`src/rtl/sprite_renderer_if.sv`:
```
// Object-controller to renderer bus: move pulses and positions in,
// VGA adapter pixel writes and busy status out.
interface sprite_renderer_if;
  logic       clear;
  logic       player_move;
  logic [7:0] player_x;
  logic [6:0] player_y;
  logic       bullet_move;
  logic [7:0] bullet_x;
  logic [6:0] bullet_y;
  logic       enemy_move;
  logic [7:0] enemy_x;
  logic [6:0] enemy_y;
  logic [2:0] enemy_width;
  logic [7:0] vga_x;
  logic [6:0] vga_y;
  logic [2:0] colour;
  logic       plot;
  logic       busy;

  modport master (
    output clear, player_move, player_x, player_y,
    output bullet_move, bullet_x, bullet_y,
    output enemy_move, enemy_x, enemy_y, enemy_width,
    input  vga_x, vga_y, colour, plot, busy
  );

  modport slave (
    input  clear, player_move, player_x, player_y,
    input  bullet_move, bullet_x, bullet_y,
    input  enemy_move, enemy_x, enemy_y, enemy_width,
    output vga_x, vga_y, colour, plot, busy
  );
endinterface

```
`src/rtl/sprite_renderer.sv`:
```
// Sprite renderer: erases each object's previous box and draws the new one,
// one pixel per clock, and performs full-screen clears followed by a redraw.
module sprite_renderer #(
  parameter int unsigned PLAYER_W      = 3,
  parameter int unsigned BULLET_W      = 1,
  parameter logic [2:0]  BG_COLOUR     = 3'b000,
  parameter logic [2:0]  PLAYER_COLOUR = 3'b010,
  parameter logic [2:0]  BULLET_COLOUR = 3'b111,
  parameter logic [2:0]  ENEMY_COLOUR  = 3'b100
) (
  input logic              clk,
  input logic              reset,
  sprite_renderer_if.slave bus
);
  localparam logic [7:0] SCR_W_M1   = 8'd159;
  localparam logic [6:0] SCR_H_M1   = 7'd119;
  localparam logic [1:0] OBJ_PLAYER = 2'd0;
  localparam logic [1:0] OBJ_BULLET = 2'd1;
  localparam logic [1:0] OBJ_ENEMY  = 2'd2;
  localparam logic [2:0] PLAYER_W3  = 3'(PLAYER_W);
  localparam logic [2:0] BULLET_W3  = 3'(BULLET_W);

  typedef enum logic [1:0] {S_IDLE = 2'd0, S_CLEAR = 2'd1, S_ERASE = 2'd2, S_DRAW = 2'd3} state_e;

  function automatic logic [2:0] obj_colour(input logic [1:0] obj);
    case (obj)
      OBJ_PLAYER: return PLAYER_COLOUR;
      OBJ_BULLET: return BULLET_COLOUR;
      default:    return ENEMY_COLOUR;
    endcase
  endfunction

  state_e     state_q, state_d;
  logic       clr_p_q, clr_p_d, ply_p_q, ply_p_d, bul_p_q, bul_p_d, eny_p_q, eny_p_d;
  logic [1:0] obj_q, obj_d;
  logic [7:0] new_x_q, new_x_d;
  logic [6:0] new_y_q, new_y_d;
  logic [2:0] new_w_q, new_w_d;
  logic [7:0] cx_q, cx_d;
  logic [6:0] cy_q, cy_d;
  logic [7:0] old_x_q [3];
  logic [6:0] old_y_q [3];
  logic [2:0] old_w_q [3];
  logic       upd_old_s, wipe_old_s;
  logic [1:0] sel_s;
  logic [7:0] sel_x_s;
  logic [6:0] sel_y_s;
  logic [2:0] sel_w_s;
  logic       any_obj_s;
  logic [7:0] box_x_s;
  logic [6:0] box_y_s;
  logic [2:0] box_w_s;
  logic [8:0] pix_x_s;
  logic [7:0] pix_y_s;
  logic       box_last_x_s, box_last_y_s, on_screen_s;
  logic [7:0] vga_x_q, vga_x_d;
  logic [6:0] vga_y_q, vga_y_d;
  logic [2:0] colour_q, colour_d;
  logic       plot_q, plot_d, busy_q, busy_d;

  // Fixed-priority pick among pending objects (player > bullet > enemy) and its inputs.
  always_comb begin
    any_obj_s = ply_p_q | bul_p_q | eny_p_q;
    if (ply_p_q) begin
      sel_s = OBJ_PLAYER; sel_x_s = bus.player_x; sel_y_s = bus.player_y; sel_w_s = PLAYER_W3;
    end else if (bul_p_q) begin
      sel_s = OBJ_BULLET; sel_x_s = bus.bullet_x; sel_y_s = bus.bullet_y; sel_w_s = BULLET_W3;
    end else begin
      sel_s = OBJ_ENEMY;  sel_x_s = bus.enemy_x;  sel_y_s = bus.enemy_y;  sel_w_s = bus.enemy_width;
    end
  end

  // Current box geometry; pixel sums are widened so off-screen pixels never wrap.
  always_comb begin
    if (state_q == S_ERASE) begin
      box_x_s = old_x_q[obj_q]; box_y_s = old_y_q[obj_q]; box_w_s = old_w_q[obj_q];
    end else begin
      box_x_s = new_x_q; box_y_s = new_y_q; box_w_s = new_w_q;
    end
    pix_x_s      = {1'b0, box_x_s} + {1'b0, cx_q};
    pix_y_s      = {1'b0, box_y_s} + {1'b0, cy_q};
    box_last_x_s = (cx_q == ({5'd0, box_w_s} - 8'd1));
    box_last_y_s = (cy_q == ({4'd0, box_w_s} - 7'd1));
    on_screen_s  = (pix_x_s < 9'd160) && (pix_y_s < 8'd120);
  end

  // Next-state logic: arbitration, box/screen scan counters and pending-flag bookkeeping.
  always_comb begin
    state_d = state_q;
    clr_p_d = clr_p_q; ply_p_d = ply_p_q; bul_p_d = bul_p_q; eny_p_d = eny_p_q;
    obj_d = obj_q; new_x_d = new_x_q; new_y_d = new_y_q; new_w_d = new_w_q;
    cx_d = cx_q; cy_d = cy_q;
    upd_old_s = 1'b0; wipe_old_s = 1'b0;
    case (state_q)
      S_IDLE: begin
        if (clr_p_q) begin
          clr_p_d = 1'b0; cx_d = 8'd0; cy_d = 7'd0; state_d = S_CLEAR;
        end else if (any_obj_s) begin
          if (sel_s == OBJ_PLAYER) begin
            ply_p_d = 1'b0;
          end else if (sel_s == OBJ_BULLET) begin
            bul_p_d = 1'b0;
          end else begin
            eny_p_d = 1'b0;
          end
          obj_d = sel_s; new_x_d = sel_x_s; new_y_d = sel_y_s; new_w_d = sel_w_s;
          cx_d = 8'd0; cy_d = 7'd0;
          if (old_w_q[sel_s] != 3'd0) begin
            state_d = S_ERASE;
          end else if (sel_w_s != 3'd0) begin
            state_d = S_DRAW;
          end else begin
            upd_old_s = 1'b1;
          end
        end else begin
          state_d = S_IDLE;
        end
      end
      S_CLEAR: begin
        if (cx_q == SCR_W_M1) begin
          cx_d = 8'd0;
          if (cy_q == SCR_H_M1) begin
            cy_d = 7'd0; wipe_old_s = 1'b1;
            ply_p_d = 1'b1; bul_p_d = 1'b1; eny_p_d = 1'b1;
            state_d = S_IDLE;
          end else begin
            cy_d = cy_q + 7'd1;
          end
        end else begin
          cx_d = cx_q + 8'd1;
        end
      end
      S_ERASE, S_DRAW: begin
        if (box_last_x_s) begin
          cx_d = 8'd0;
          if (box_last_y_s) begin
            cy_d = 7'd0;
            if (state_q == S_ERASE && new_w_q != 3'd0) begin
              state_d = S_DRAW;
            end else begin
              upd_old_s = 1'b1; state_d = S_IDLE;
            end
          end else begin
            cy_d = cy_q + 7'd1;
          end
        end else begin
          cx_d = cx_q + 8'd1;
        end
      end
      default: state_d = S_IDLE;
    endcase
    // A new pulse always wins over a same-cycle service clear.
    clr_p_d = clr_p_d | bus.clear;
    ply_p_d = ply_p_d | bus.player_move;
    bul_p_d = bul_p_d | bus.bullet_move;
    eny_p_d = eny_p_d | bus.enemy_move;
  end

  // Pixel write for the pixel currently addressed; coordinates/colour hold while idle.
  always_comb begin
    vga_x_d = vga_x_q; vga_y_d = vga_y_q; colour_d = colour_q; plot_d = 1'b0;
    case (state_q)
      S_CLEAR: begin
        vga_x_d = cx_q; vga_y_d = cy_q; colour_d = BG_COLOUR; plot_d = 1'b1;
      end
      S_ERASE: begin
        vga_x_d = pix_x_s[7:0]; vga_y_d = pix_y_s[6:0]; colour_d = BG_COLOUR; plot_d = on_screen_s;
      end
      S_DRAW: begin
        vga_x_d = pix_x_s[7:0]; vga_y_d = pix_y_s[6:0]; colour_d = obj_colour(obj_q); plot_d = on_screen_s;
      end
      default: plot_d = 1'b0;
    endcase
    // Busy also covers accepted-but-unserved work so it does not dip between queued objects.
    busy_d = (state_d != S_IDLE) | clr_p_d | ply_p_d | bul_p_d | eny_p_d;
  end

  // State, flags, latched object and scan counters.
  always_ff @(posedge clk or posedge reset) begin
    if (reset) begin
      state_q <= S_IDLE;
      clr_p_q <= 1'b0; ply_p_q <= 1'b0; bul_p_q <= 1'b0; eny_p_q <= 1'b0;
      obj_q <= 2'd0; new_x_q <= 8'd0; new_y_q <= 7'd0; new_w_q <= 3'd0;
      cx_q <= 8'd0; cy_q <= 7'd0;
    end else begin
      state_q <= state_d;
      clr_p_q <= clr_p_d; ply_p_q <= ply_p_d; bul_p_q <= bul_p_d; eny_p_q <= eny_p_d;
      obj_q <= obj_d; new_x_q <= new_x_d; new_y_q <= new_y_d; new_w_q <= new_w_d;
      cx_q <= cx_d; cy_q <= cy_d;
    end
  end

  // Remembered on-screen box per object, used by the next erase.
  always_ff @(posedge clk or posedge reset) begin
    if (reset) begin
      for (int i = 0; i < 3; i++) begin
        old_x_q[i] <= 8'd0; old_y_q[i] <= 7'd0; old_w_q[i] <= 3'd0;
      end
    end else if (wipe_old_s) begin
      for (int i = 0; i < 3; i++) begin
        old_w_q[i] <= 3'd0;
      end
    end else if (upd_old_s) begin
      old_x_q[obj_d] <= new_x_d; old_y_q[obj_d] <= new_y_d; old_w_q[obj_d] <= new_w_d;
    end
  end

  // Registered outputs to the VGA adapter.
  always_ff @(posedge clk or posedge reset) begin
    if (reset) begin
      vga_x_q <= 8'd0; vga_y_q <= 7'd0; colour_q <= 3'd0; plot_q <= 1'b0; busy_q <= 1'b0;
    end else begin
      vga_x_q <= vga_x_d; vga_y_q <= vga_y_d; colour_q <= colour_d; plot_q <= plot_d; busy_q <= busy_d;
    end
  end

  assign bus.vga_x  = vga_x_q;
  assign bus.vga_y  = vga_y_q;
  assign bus.colour = colour_q;
  assign bus.plot   = plot_q;
  assign bus.busy   = busy_q;
endmodule

```
`src/flat_wrapper.sv`:
```
// flat-port wrapper written by rule: the top's interface ports become plain ports
module sprite_renderer_flat 
#(
  parameter int unsigned PLAYER_W      = 3,
  parameter int unsigned BULLET_W      = 1,
  parameter logic [2:0]  BG_COLOUR     = 3'b000,
  parameter logic [2:0]  PLAYER_COLOUR = 3'b010,
  parameter logic [2:0]  BULLET_COLOUR = 3'b111,
  parameter logic [2:0]  ENEMY_COLOUR  = 3'b100
)
  (clk, reset, bus_clear, bus_player_move, bus_player_x, bus_player_y, bus_bullet_move, bus_bullet_x, bus_bullet_y, bus_enemy_move, bus_enemy_x, bus_enemy_y, bus_enemy_width, bus_vga_x, bus_vga_y, bus_colour, bus_plot, bus_busy);
  sprite_renderer_if bus_i ();
  input logic clk;
  input logic reset;
  input wire logic [$bits(bus_i.clear)-1:0] bus_clear;
  input wire logic [$bits(bus_i.player_move)-1:0] bus_player_move;
  input wire logic [$bits(bus_i.player_x)-1:0] bus_player_x;
  input wire logic [$bits(bus_i.player_y)-1:0] bus_player_y;
  input wire logic [$bits(bus_i.bullet_move)-1:0] bus_bullet_move;
  input wire logic [$bits(bus_i.bullet_x)-1:0] bus_bullet_x;
  input wire logic [$bits(bus_i.bullet_y)-1:0] bus_bullet_y;
  input wire logic [$bits(bus_i.enemy_move)-1:0] bus_enemy_move;
  input wire logic [$bits(bus_i.enemy_x)-1:0] bus_enemy_x;
  input wire logic [$bits(bus_i.enemy_y)-1:0] bus_enemy_y;
  input wire logic [$bits(bus_i.enemy_width)-1:0] bus_enemy_width;
  output wire logic [$bits(bus_i.vga_x)-1:0] bus_vga_x;
  output wire logic [$bits(bus_i.vga_y)-1:0] bus_vga_y;
  output wire logic [$bits(bus_i.colour)-1:0] bus_colour;
  output wire logic [$bits(bus_i.plot)-1:0] bus_plot;
  output wire logic [$bits(bus_i.busy)-1:0] bus_busy;
  assign bus_i.clear = bus_clear;
  assign bus_i.player_move = bus_player_move;
  assign bus_i.player_x = bus_player_x;
  assign bus_i.player_y = bus_player_y;
  assign bus_i.bullet_move = bus_bullet_move;
  assign bus_i.bullet_x = bus_bullet_x;
  assign bus_i.bullet_y = bus_bullet_y;
  assign bus_i.enemy_move = bus_enemy_move;
  assign bus_i.enemy_x = bus_enemy_x;
  assign bus_i.enemy_y = bus_enemy_y;
  assign bus_i.enemy_width = bus_enemy_width;
  assign bus_vga_x = bus_i.vga_x;
  assign bus_vga_y = bus_i.vga_y;
  assign bus_colour = bus_i.colour;
  assign bus_plot = bus_i.plot;
  assign bus_busy = bus_i.busy;
  sprite_renderer #(.PLAYER_W(PLAYER_W), .BULLET_W(BULLET_W), .BG_COLOUR(BG_COLOUR), .PLAYER_COLOUR(PLAYER_COLOUR), .BULLET_COLOUR(BULLET_COLOUR), .ENEMY_COLOUR(ENEMY_COLOUR)) u_core (.clk(clk), .reset(reset), .bus(bus_i));
endmodule
```
`config.mk`:
```
export PLATFORM = sky130hd
export DESIGN_NAME = sprite_renderer_flat
export DESIGN_NICKNAME = d
export VERILOG_FILES = /design/src/rtl/sprite_renderer_if.sv /design/src/rtl/sprite_renderer.sv /design/src/flat_wrapper.sv
export SDC_FILE = /design/constraint.sdc
export NUM_CORES = 1
export LEC_CHECK = 0
export BUFFER_PORTS_ARGS = -buffer_cell sky130_fd_sc_hd__buf_2
export CAP_MARGIN = 0
export CORE_ASPECT_RATIO = 0.8
export CORE_MARGIN = 2
export CORE_UTILIZATION = 35
export CTS_BUF_LIST = sky130_fd_sc_hd__clkbuf_8
export CTS_CLUSTER_SIZE = 8
export DETAILED_ROUTE_END_ITERATION = 6
export GPL_TIMING_DRIVEN = 0
export SLEW_MARGIN = 20
export SYNTH_ARGS = -nofsm -noshare
export SYNTH_HDL_FRONTEND = slang
export SYNTH_SLANG_ARGS = --single-unit
```
`constraint.sdc`:
```
create_clock -name clk -period 11.9 [get_ports clk]
set_input_delay 2.38 -clock clk [delete_from_list [all_inputs] [get_ports clk]]
set_output_delay 2.38 -clock clk [all_outputs]
set_load 0.05 [all_outputs]
```
# After elaboration in Yosys (flattened, before gate mapping)
# Index checks and enable logic that the tools add are counted.
# W data, S select, Z words.
# word_totals
wordCells,185
output_inout_bits,20
ff_bits,115
inputBits,54
# classes
n_lt_le_gt_ge,6
n_reduce_logical,17
eq_ne,12
n_bitwise,14
n_addsub,6
muxes,105
# op_table
op,count
$mux W7,15
$mux W8,13
$mux W3,11
$mux W1,28
$mux W2,14
$bwmux W24,1
$pmux W8 S3,1
$bwmux W21,1
$pmux W7 S3,1
$mux W9,2
$bmux W8 S2,1
$demux W8 S2,1
$pmux W8 S2,1
$bmux W7 S2,1
$demux W7 S2,1
$pmux W7 S2,1
$bmux W3 S2,2
$pmux W3 S2,2
$or A1 B1 Y1,10
$pmux W1 S2,5
$add A8 B8 Y9,1
$bwmux W9,1
$ge A3 B3 Y1 const B,3
$lt A9 B8 Y1 const B,1
25 further kinds,42

# Logic depth before layout (Yosys ltp)
# Gate-level depths: netlist of the first run.
# depth
ltp_word,16
depth_mapped,17
ltp_nobuf,15

# Least setup slack after synthesis of the first run
# OpenSTA, ideal clock, no wires.
# synth_path
kind,in2reg
startpoint,input port bus_enemy_width[0]
endpoint,register u_core.old_x_q[0] (netlist name)
stages,6
slack_ps,8046
n_path_buf,2
setup_time_ps,128
arrival_ps,3726
required_ps,11772
cell_sequence,or3_1 -> nor4_1 -> a31o_1 -> buf_4 -> buf_6 -> mux2_1
# synth_via
elab_chain_len,9
# synth_lines
element,line,rtl
from (decl),flat_wrapper.sv:25,input wire logic [$bits(bus_i.enemy_width)-1:0] bus_enemy_width;
$mux W3,sprite_renderer.sv:66,end else if (bul_p_q) begin
$mux W3,sprite_renderer.sv:64,if (ply_p_q) begin
$reduce_bool A3 Y1,sprite_renderer.sv:110,end else if (sel_w_s != 3'd0) begin
$mux W1,sprite_renderer.sv:110,
$mux W1,sprite_renderer.sv:108,if (old_w_q[sel_s] != 3'd0) begin
$mux W1,sprite_renderer.sv:98,end else if (any_obj_s) begin
$mux W1,sprite_renderer.sv:96,if (clr_p_q) begin
$pmux W1 S2,sprite_renderer.sv:94,case (state_q)
$reduce_and A2 Y1 (no line),-,
"to (signal, indexed assignment)",sprite_renderer.sv:204,old_x_q[obj_d] <= new_x_d; old_y_q[obj_d] <= new_y_d; old_w_q[obj_d] <= new_w_d;
to (decl),sprite_renderer.sv:41,logic [7:0] old_x_q [3];
# No other way between the ends.
# A chain may end at the register's enable or synchronous reset.

# Final worst setup path of the first run
# layout_path
startpoint,register u_core.obj_q[0]
endpoint,"register u_core.plot_q, in the netlist u_core.bus.plot"
# layout_via
elab_chain_len,9
word_cells_on_any_way,15
cone_classes,add/sub: 2; order compare: 2; mux: 9; bitwise: 1; reduce/logical: 1
# layout_lines
element,line,rtl
from (decl),sprite_renderer.sv:35,"logic [1:0] obj_q, obj_d;"
from (signal assigned),sprite_renderer.sv:188,obj_q <= obj_d; new_x_q <= new_x_d; new_y_q <= new_y_d; new_w_q <= new_w_d;
$not A2 Y3 (implied by the code) *,sprite_renderer.sv:76,box_x_s = old_x_q[obj_q]; box_y_s = old_y_q[obj_q]; box_w_s = old_w_q[obj_q];
$bmux W8 S2 or $bmux W7 S2 (tied branches),sprite_renderer.sv:76,
$mux W8 (implied by the code) or $mux W7 (tied branches) (2 in series),sprite_renderer.sv:76,
$mux W8 or $mux W7 (tied branches),sprite_renderer.sv:75,if (state_q == S_ERASE) begin
$add A8 B8 Y9 or $add A7 B7 Y8 (tied branches),"sprite_renderer.sv:80, sprite_renderer.sv:81",
$lt A9 B8 Y1 or $lt A8 B7 Y1 (tied branches),sprite_renderer.sv:84,on_screen_s = (pix_x_s < 9'd160) && (pix_y_s < 8'd120);
$logic_and A1 B1 Y1 *,sprite_renderer.sv:84,
$pmux W1 S2 *,sprite_renderer.sv:162,case (state_q)
via u_core.plot_d,sprite_renderer.sv:59,"logic plot_q, plot_d, busy_q, busy_d;"
to (signal assigned),sprite_renderer.sv:213,vga_x_q <= vga_x_d; vga_y_q <= vga_y_d; colour_q <= colour_d; plot_q <= plot_d; busy_q <= busy_d;
to (decl),sprite_renderer.sv:59,
# Mark *: on every way through the listed nets, which the timed path passes. The rest lies on a longest branch. The select of a mux whose other input is x is not followed.

==> key figures, run 1 <==
Global routing
  • Gr busiest metal: met2
  • Vias in the first global route: 5371
  • GR Util met3: 0.0389
  • Met2 Track Usage GR: 0.285
  • GRT Residual Overflow: 0
  • GR Util All Layers: 0.189
  • First-pass GRT wire length: 28900 µm
  • Met1 Use GR: 0.277
  • Pin count of the biggest net entering global routing: 66
  • Antenna violations before repair: 0

Detailed routing
  • DRC violations left: 0
  • DR vias/cell: around 5.2
  • Final WL: 18000 µm
  • DRT Pass-1 Iters: 4
  • Final ANT Viol Nets: 0
  • Routed WL per cell: 17.3 µm
  • DRT iter0 DRCs: 271
  • Vias: 5361

Floorplan
  • Top Ports: 74
  • Core area: 18300 µm²
  • FP Rows: 44
  • Overall die width: 158 µm
  • Die H: 127 µm
  • Initial Util: 0.360
  • Die area: 20000 µm²

Yosys
  • Asr flop ratio synth: 1.00
  • Avg Inst Size Synth: 9.68 µm²
  • Post-synth EDFFs: 0
  • Syn Nets: approximately 760
  • Yosys reg bits: 115
  • Synth warnings: 0
  • Netlist cell types: 66
  • Syn Inst Count: 682
  • Ys flop type: dfrtp_1
  • Synth Cell Area: 6600 µm²
  • Sequential area share after synthesis: 0.436

Finish
  • Final Cell Area: 7650 µm²
  • Antenna cells: 0
  • Layout fillers: ~1800
  • Fin util: 0.417
  • Nets: 849
  • Synth-to-Final Area Change: 15.9%
  • Share of post-route cells with drive strength above 1: 0.167

Clocking
  • Worst skew pair latency: 440 ps
  • Clock buffer depth: 2
  • Clock Sink Count: between 100 and 150
  • H-tree depth: 4
  • Clock root buffer: clkbuf_8
  • Post_cts resized: 0
  • Clock Pin Slew Worst Setup and Hold Paths: 70 ps
  • CTS hold repair buffers: 0
  • Num CTS Buffers: 17
  • Post-CTS Setup Inserts: 0
  • TritonCTS clock tree: built

Placed design
  • RD Place Congestion: 0.836
  • PortBufs: 73
  • HPWL after DPL: about 13000 µm
  • Placed cell areas: 7320 µm²

Pwr
  • Clock share of power: 0.428
  • Design Power: 749 µW
  • LEAKAGE: about 0.0038 µW
  • Gate power share: 0.045
  • Power per cell area: about 100 nW/µm²
  • Peak VDD IR: 0.0676 mV
  • Switching share of power: 0.231
  • Switching power: 173 µW
  • Flop pwr share: 0.528
  • P_int: about 580 µW

STA
  • Post-layout min period: 4340 ps
  • Tcrit/Tclk final: 0.364
  • Max Clock Freq: 0.231 GHz
  • Unrepaired setup endpoints after global routing: no
  • Final count of hold timing violations: 0
  • Relative slew margins: 0.396
  • Final Max Tran Viols: 0
  • Setup Viol. Count Final: 0
  • Worst Tran Pin Value: 900 ps
  • Clock Skews: 10.5 ps
  • Setup TNS: 0 ps

Hold path
  • Hold Path Class: reg -> reg

Setup path
  • Critical Path AT: 4650 ps
  • Crit path required time: ~12000 ps
  • WS Path Type: reg -> reg
  • CP Launch Type: flop
  • CP Capture Type: flop
  • Worst Path Max Fanout: 10

Run
  • Maxcap violations: 0

Outcome
  • Outcome: finished clean
-- sequential cells by signal, summed over array words and instances (netlist names) --
| register | cells |
|---|---|
| u_core.bus.vga_y | 7 |
| u_core.bus.colour | 3 |
| u_core.cy_q | 7 |
| u_core.state_q | 2 |
| u_core.bus.vga_x | 8 |
| u_core.old_y_q | 21 |
| u_core.new_y_q | 7 |
| u_core.old_x_q | 24 |
| u_core.clr_p_q | 1 |
| u_core.ply_p_q | 1 |
| u_core.cx_q | 8 |
| u_core.new_w_q | 3 |
| u_core.eny_p_q | 1 |
| u_core.bus.plot | 1 |
| u_core.bus.busy | 1 |
| u_core.obj_q | 2 |
| u_core.bul_p_q | 1 |
| u_core.old_w_q | 9 |
| u_core.new_x_q | 8 |
-- layout by cell type, fill, tap and decap left out, drive strengths merged, types with 4 or more instances in the layout --
| cell type | netlist | routed |
|---|---|---|
| dfrtp | 115 | 115 |
| buf | 11 | 85 |
| nand2 | 72 | 72 |
| o21ai | 68 | 68 |
| a21oi | 55 | 55 |
| mux2i | 54 | 54 |
| nor2 | 51 | 51 |
| clkbuf | 30 | 49 |
| mux2 | 47 | 47 |
| inv | 28 | 32 |
| ha | 18 | 18 |
| nand3 | 13 | 13 |
| nor3 | 11 | 11 |
| xnor2 | 9 | 9 |
| nor2b | 9 | 9 |
| a21o | 6 | 6 |
| or3 | 6 | 6 |
| a22o | 6 | 6 |
| nand2b | 6 | 6 |
| a211oi | 6 | 6 |
| clkinv | 1 | 5 |
| o211ai | 4 | 4 |
| o21a | 4 | 4 |
| and3 | 4 | 4 |
| nor4 | 4 | 4 |
| o31ai | 4 | 4 |
| o22ai | 4 | 4 |
-- power groups by stage --
stage	clock, µW	combinational [µW]	sequential (µW)
4_1_cts	329	34.4	395
6_report	320	33.5	395
5_1_grt	346	38.1	395
3_3_place_gp	0	32.6	402
3_5_place_dp	0	34.3	402
2_1_floorplan	0	18.2	402
-- synthesized netlist by cell type, types with 2 or more instances --
master,n,area share
dfrtp_1,115,0.44
nand2_1,72,0.041
o21ai_0,67,0.051
a21oi_1,55,0.042
mux2i_1,54,0.082
nor2_1,51,0.029
clkbuf_1,30,0.017
mux2_1,30,0.051
inv_1,28,0.016
ha_1,18,0.034
nand3_1,13,0.0099
nor3_1,11,0.0083
mux2_2,10,0.017
xnor2_1,9,0.012
nor2b_1,8,0.0076
mux2_4,7,0.016
a211oi_1,6,0.0068
a21o_1,6,0.0068
a22o_1,6,0.0080
nand2b_1,6,0.0057
or3_1,6,0.0057
and3_1,4,0.0038
nor4_1,4,0.0038
o211ai_1,4,0.0045
o21a_1,4,0.0045
o22ai_1,4,0.0038
o31ai_1,4,0.0045
buf_1,3,0.0017
buf_6,3,0.0051
nand3b_1,3,0.0034
buf_2,2,0.0015
buf_4,2,0.0023
fa_1,2,0.0061
nand4_1,2,0.0019
or4_1,2,0.0023
-- worst max-delay path, cell delays in order, from the launching register on --
cell      delay (ps)
dfrtp_1          440
buf_2            360
buf_1            630
mux2i_1          160
nor2_1           120
a21oi_1           50
o21ai_0          340
ha_1             240
inv_1             50
fa_1             400
nor2b_1          120
o21ai_0          120
a21oi_1          280
o31a_1           180
a21oi_1           70
nor2_1           150
o211ai_1         140
a221oi_1         340
-- worst paths after layout --
path,start,end,slack (ps),cells past startpoint
setup / recovery,u_core.obj_q[0],u_core.bus.plot,7560,17
hold / removal,u_core.bus.colour[1],u_core.bus.colour[1],480,1
setup reg to reg,u_core.obj_q[0],u_core.bus.plot,7560,17
hold reg to reg,u_core.bus.colour[1],u_core.bus.colour[1],480,1
max in group asynchronous,reset,u_core.new_x_q[0],9190,3
min in group asynchronous,reset,u_core.cx_q[6],2030,2
-- per-layer routing --
metal	wire [µm]	vias to the layer above
met5	0	-
met4	239	0
met3	868	25
met2	7930	118
met1	8930	2614
li1	-	2604
-- per-stage QoR --
step | std cells | hold slack, ps | setup slack (ps)
floorplan | 682 | 457 | 6480
global route | 1038 | 500 | 7320
CTS | 1038 | 480 | 7600
detailed placement | 1009 | 466 | 7630
finish | 1038 | 476 | 7560
global placement | 1008 | 466 | 4940
-- cell families (layout without fill, tap and decap cells) --
group	after synthesis	count (layout)	share of synthesized area
buffers and inverters	70	173	0.0464
XOR/XNOR	12	12	0.0203
AO/OA/AOI/OAI	172	172	0.156
flip-flops	115	115	0.436
adder cells (fa/ha/maj)	21	21	0.0417
multiplexers	101	101	0.166
AND/OR/NAND/NOR	191	191	0.134
-- layout make-up --
class / count / area (µm²) / share of cell area
Inverter: 29 / 114 / 0.0149
Timing Repair Buffer: 74 / 393 / 0.0513
Sequential cell: 115 / 2880 / 0.376
Clock buffer: 19 / 262 / 0.0342
Clock inverter: 10 / 72.6 / 0.00948
Multi-Input combinational cell: 497 / 3420 / 0.447
Tap cell: 253 / 317 / 0.0414
Buffer: 41 / 198 / 0.0258
(Power assumes the default switching activity.)
==> inputs of run 2 (changes only) <==
==> constraint.sdc (replaced) <==
create_clock -name clk -period 4 [get_ports clk]
set_input_delay 0.8 -clock clk [delete_from_list [all_inputs] [get_ports clk]]
set_output_delay 0.8 -clock clk [all_outputs]
set_load 0.05 [all_outputs]
==> key figures, run 2 (synthesis results as in run 1) <==
Clocking
  • Num CTS Buffers: 17
  • CTS hold repair buffers: 0
  • Clock Pin Slew Worst Setup and Hold Paths: 70 ps
  • Clock buffer depth: 2
  • Clock root buffer: clkbuf_8
  • Clock Sink Count: 115
  • TritonCTS clock tree: built
  • H-tree depth: 4
  • Worst skew pair latency: 440 ps

Pwr
  • Peak VDD IR: about 0.20 mV
  • Gate power share: 0.046
  • Flop pwr share: 0.526
  • P_int: 1710 µW
  • Design Power: 2230 µW
  • Switching power: slightly above 500 µW
  • Switching share of power: 0.232
  • Power per cell area: 290 nW/µm²
  • LEAKAGE: 0.00385 µW
  • Clock share of power: 0.428

Placed design
  • Placed cell areas: 7320 µm²
  • HPWL after DPL: 13400 µm
  • PortBufs: 73
  • Place WS: -273 ps
  • RD Place Congestion: 0.836

Finish
  • Share of post-route cells with drive strength above 1: 0.177
  • Fin util: 0.420
  • Biggest regs: u_core.old_x_q (24), u_core.old_y_q (21), u_core.old_w_q (9)
  • Layout fillers: between 1500 and 2000
  • Antenna cells: 0
  • Top reg by flops: u_core.old_x_q
  • Synth-to-Final Area Change: 16.5%
  • Most frequent cells in the layout: dfrtp_1 (115), buf_2 (74), nand2_1 (72), o21ai_0 (66), a21oi_1 (55)
  • Most common cell after layout, fill and taps aside: dfrtp_1
  • Nets: 850
  • Final Cell Area: between 7000 and 8000 µm²
  • Number of flip-flops in the largest register: 24

Global routing
  • GR Util met3: 0.0389
  • Pin count of the biggest net entering global routing: 66
  • GRT Residual Overflow: 0
  • GR Util All Layers: 0.189
  • Met2 Track Usage GR: 0.285
  • First-pass GRT wire length: 28900 µm
  • Antenna violations before repair: 0
  • Vias in the first global route: 5368
  • Gr busiest metal: met2
  • Met1 Use GR: 0.277

Floorplan
  • Overall die width: 158 µm
  • FP Rows: 44
  • Core area: 18300 µm²
  • Top Ports: 74
  • Die area: 20000 µm²
  • Initial Util: 0.360
  • Die H: 127 µm

Detailed routing
  • Vias: 5411
  • Final ANT Viol Nets: 0
  • DR vias/cell: approximately 5.2
  • DRT Pass-1 Iters: 6
  • DRC violations left: 0
  • DRT iter0 DRCs: 303
  • Final WL: ~18000 µm
  • Routed WL per cell: 17.3 µm

Run
  • Maxcap violations: 0

Setup path
  • CP startpoint: u_core.obj_q[0]
  • Worst Path Max Fanout: 10
  • CP Launch Type: flop
  • Cell Chain, Critical Path: clkbuf_4 -> clkbuf_4 -> mux2i_1 -> nor2_1 -> a21oi_1 -> o21ai_1 -> ha_1 -> inv_1 -> fa_1 -> nor2b_1 -> o21ai_0 -> a21oi_1 -> o31a_1 -> a21oi_1 -> nor2_1 -> o211ai_1 -> a221oi_1
  • Critical path's top delay family: compound AO/OA/AOI/OAI gates
  • Crit path required time: 4320 ps
  • Worst path bufs/invs: 3
  • Largest stage delay, worst path: 440 ps
  • CP max stage cell: dfrtp_1
  • WS Path Type: reg -> reg
  • CP Capture Type: flop
  • Critical Path AT: 4100 ps
  • Reg2reg start: u_core.obj_q[0]
  • Most frequent CP cell: a21oi_1
  • Reg2reg setup slack: 210 ps

STA
  • Clock Skews: 10.4 ps
  • Worst Tran Pin Value: 903 ps
  • Fin worst setup slack: 213 ps
  • Relative slew margins: 0.393
  • Tcrit/Tclk final: 0.947
  • Post-layout min period: ~3800 ps
  • Max Clock Freq: roughly 0.26 GHz
  • Setup Viol. Count Final: 0
  • Final count of hold timing violations: 0
  • Hold WS: 453 ps
  • Final Max Tran Viols: 0

Outcome
  • Outcome: finished clean

Hold path
  • Hold Path Class: in -> async
[run 2: cell types whose count changed in the layout (fill, tap and decap cells not counted), sizes merged]
cell / previous run / this run
clkbuf: 49 / 51
buf: 85 / 84
[run 2: metal layers]
layer / share of wire / wire, µm
met5: 0 / 0
met4: 0.012 / 213
met3: 0.049 / 891
met2: 0.44 / 7980
met1: 0.50 / 8930
[run 2: timing repair]
item | in CTS | in global routing
endpoints found under the setup margin | 49 | 49
buffers inserted | 0 | 1
pin swaps | 0 | 2
gates resized for setup | 4 | 12
[run 2: worst paths after layout]
check                                       endpoint  cells past startpoint
worst min-delay path                  u_core.cx_q[6]                      2
worst min register to register  u_core.bus.colour[1]                      1
worst max-delay path                 u_core.bus.plot                     17
min in group clk                u_core.bus.colour[1]                      1
worst max register to register       u_core.bus.plot                     17
max in group asynchronous          u_core.new_x_q[0]                      3
[run 2: through the flow]
step / instances / setup TNS (ps)
2_1_floorplan: 682 / 0
3_3_place_gp: 1008 / -161300
3_5_place_dp: 1009 / -4800
4_1_cts: 1038 / 0
5_1_grt: 1039 / -1.22
6_report: 1039 / 0
[run 2: cell type report]
| cell class | instances | area [µm²] | share of cell area |
|---|---|---|---|
| plain buffers | 41 | 210 | 0.0273 |
| clock buffers | 19 | 262 | 0.0340 |
| clock inverters | 10 | 72.6 | 0.00943 |
| inverters | 29 | 114 | 0.0148 |
| multi-input cells | 497 | 3440 | 0.447 |
| flip-flops and latches | 115 | 2880 | 0.374 |
| well taps | 253 | 317 | 0.0411 |
| repair buffers | 75 | 400 | 0.0520 |
[run 2: power by group through the flow]
stage               logic (µW)  clock network [µW]  registers (µW)
floorplan                 54.2                   0            1200
global placement          97.0                   0            1200
detailed placement         102                   0            1200
CTS                        103                 978            1180
global route               116                1030            1180
finish                     102                 956            1180
==> inputs of run 3 (changes only) <==
--- a/config.mk
+++ b/config.mk
@@ -10,7 +10,6 @@
 export CORE_ASPECT_RATIO = 0.8
 export CORE_MARGIN = 2
 export CORE_UTILIZATION = 35
-export CTS_BUF_LIST = sky130_fd_sc_hd__clkbuf_8
 export CTS_CLUSTER_SIZE = 8
 export DETAILED_ROUTE_END_ITERATION = 6
 export GPL_TIMING_DRIVEN = 0
==> key figures, run 3 (synthesis results as in run 1) <==
STA
  • Max Clock Freq: 0.265 GHz
  • Unrepaired setup endpoints after global routing: no
  • Clock Skews: between 7 and 8 ps
  • Post-layout min period: between 3000 and 4000 ps
  • Final count of hold timing violations: 0
  • Tcrit/Tclk final: 0.945
  • Worst Tran Pin Value: 886 ps
  • Hold WS: 473 ps
  • Setup Viol. Count Final: 0
  • Relative slew margins: 0.405
  • Final Max Tran Viols: 0
  • Setup TNS: 0 ps

Floorplan
  • Die area: 20000 µm²
  • Overall die width: 158 µm
  • Top Ports: 74
  • Core area: 18300 µm²
  • Die H: 127 µm
  • FP Rows: 44
  • Initial Util: 0.360

Global routing
  • GRT Residual Overflow: 0
  • Pin count of the biggest net entering global routing: 66
  • First-pass GRT wire length: between 20000 and 30000 µm
  • GR Util All Layers: 0.191
  • Antenna violations before repair: 0
  • Vias in the first global route: 5394

Finish
  • Top reg by flops: u_core.old_x_q
  • Most common cell after layout, fill and taps aside: dfrtp_1
  • Number of flip-flops in the largest register: 24
  • Synth-to-Final Area Change: 19.6%
  • Antenna cells: 0
  • Nets: 851
  • Most frequent cells in the layout: dfrtp_1 (115), buf_2 (74), nand2_1 (72), o21ai_0 (66), a21oi_1 (55)
  • Share of post-route cells with drive strength above 1: 0.179
  • Layout fillers: 1772
  • Biggest regs: u_core.old_x_q (24), u_core.old_y_q (21), u_core.old_w_q (9)

Detailed routing
  • Met2 routed WL: about 8000 µm
  • DRC violations left: 0
  • Vias: around 5400
  • Final WL: 18200 µm
  • Final ANT Viol Nets: 0
  • Top sig layer: met4
  • DRT iter0 DRCs: between 200 and 300
  • DRT Pass-1 Iters: 5
  • Met3 routed WL: 928 µm
  • Wl on met1: ~9000 µm
  • DR vias/cell: 5.20
  • Routed WL per cell: 17.5 µm

Hold path
  • Hold Path Class: reg -> reg

Clocking
  • Clock Pin Slew Worst Setup and Hold Paths: 50 ps
  • Clock root buffer: clkbuf_16
  • H-tree depth: 4
  • CTS hold repair buffers: 0
  • TritonCTS clock tree: built
  • Worst skew pair latency: 420 ps
  • Num CTS Buffers: 17
  • Clock buffer depth: 2
  • Clock Sink Count: approximately 120

Setup path
  • Critical Path AT: ~4000 ps
  • WS Path Type: reg -> reg
  • Crit path required time: 4290 ps
  • CP Launch Type: flop
  • CP Capture Type: flop
  • Worst Path Max Fanout: 10

Pwr
  • Peak VDD IR: 0.279 mV
  • Power per cell area: 337 nW/µm²
  • LEAKAGE: approximately 0.0039 µW

Placed design
  • PortBufs: between 70 and 80
  • HPWL after DPL: approximately 13000 µm
  • RD Place Congestion: 0.836

Outcome
  • Outcome: finished clean

Run
  • Maxcap violations: 0
==> run 3: cell count changes in the layout (fill, tap and decap cells not counted) <==
cell       delta
clkbuf_8     -17
buf_4         +1
inv_1         -4
clkbuf_1      +3
clkbuf_2      +1
clkbuf_16    +17
==> run 3: where the power goes <==
part | switching (µW) | internal, µW | total, µW
sequential | 4.27 | 1170 | 1180
combinational | 57.7 | 45.2 | 103
clock | 509 | 869 | 1380
total | 571 | 2090 | 2660
==> run 3: per-stage QoR <==
stage / utilization / power, µW / instances / cell area [µm²] / worst slack, ps
final: 0.431 / 2660 / 1040 / 7900 / 221
after global routing: 0.431 / 2750 / 1040 / 7900 / 20.7
after CTS: 0.429 / 2680 / 1038 / 7860 / 22.2
after detailed placement: 0.399 / 1300 / 1009 / 7320 / -273
after global placement: 0.397 / 1290 / 1008 / 7280 / -1380
after floorplan: - / 1250 / 682 / 6600 / 156
==> run 3: cell type report <==
| cell class | count | area (µm²) | area share |
|---|---|---|---|
| tap | 253 | 317 | 0.0401 |
| clock buffer | 23 | 468 | 0.0593 |
| sequential | 115 | 2880 | 0.365 |
| timing repair buffer | 76 | 408 | 0.0517 |
| clock inverter | 6 | 57.6 | 0.00729 |
| buffer | 41 | 211 | 0.0268 |
| inverter | 29 | 114 | 0.0144 |
| multi-input combinational | 497 | 3440 | 0.436 |
==> run 3: what timing repair did <==
| action | CTS | global route |
|---|---|---|
| gates resized for setup | 4 | 14 |
| pin swaps | 0 | 2 |
| buffers inserted | 0 | 2 |
| setup endpoints to repair | 47 | 49 |
==> run 3: path summary, 6_finish.rpt <==
kind / start / endpoint / slack (ps) / cells past startpoint
setup / recovery: u_core.obj_q[0] / u_core.bus.plot / 220 / 17
hold / removal: u_core.bus.colour[1] / u_core.bus.colour[1] / 470 / 1
setup reg to reg: u_core.obj_q[0] / u_core.bus.plot / 220 / 17
hold reg to reg: u_core.bus.colour[1] / u_core.bus.colour[1] / 470 / 1
max in group asynchronous: reset / u_core.new_y_q[3] / 2830 / 3
min in group asynchronous: reset / u_core.cx_q[5] / 480 / 2
==> run 3: worst max-delay path, cell delays in order (launching register included) <==
cell	delay, ps
dfrtp_1	430
clkbuf_4	310
clkbuf_4	310
mux2i_1	100
nor2_1	100
a21oi_1	50
o21ai_1	240
ha_1	220
inv_1	50
fa_1	400
nor2b_1	130
o21ai_0	120
a21oi_1	280
o31a_1	190
a21oi_1	80
nor2_1	150
o211ai_1	140
a221oi_1	350
==> run 3: per-layer routing <==
| layer | track usage | vias up |
|---|---|---|
| met5 | 0 | - |
| met4 | 0.0476 | 0 |
| met3 | 0.0400 | 16 |
| met2 | 0.287 | 116 |
| met1 | 0.279 | 2662 |
| li1 | - | 2609 |
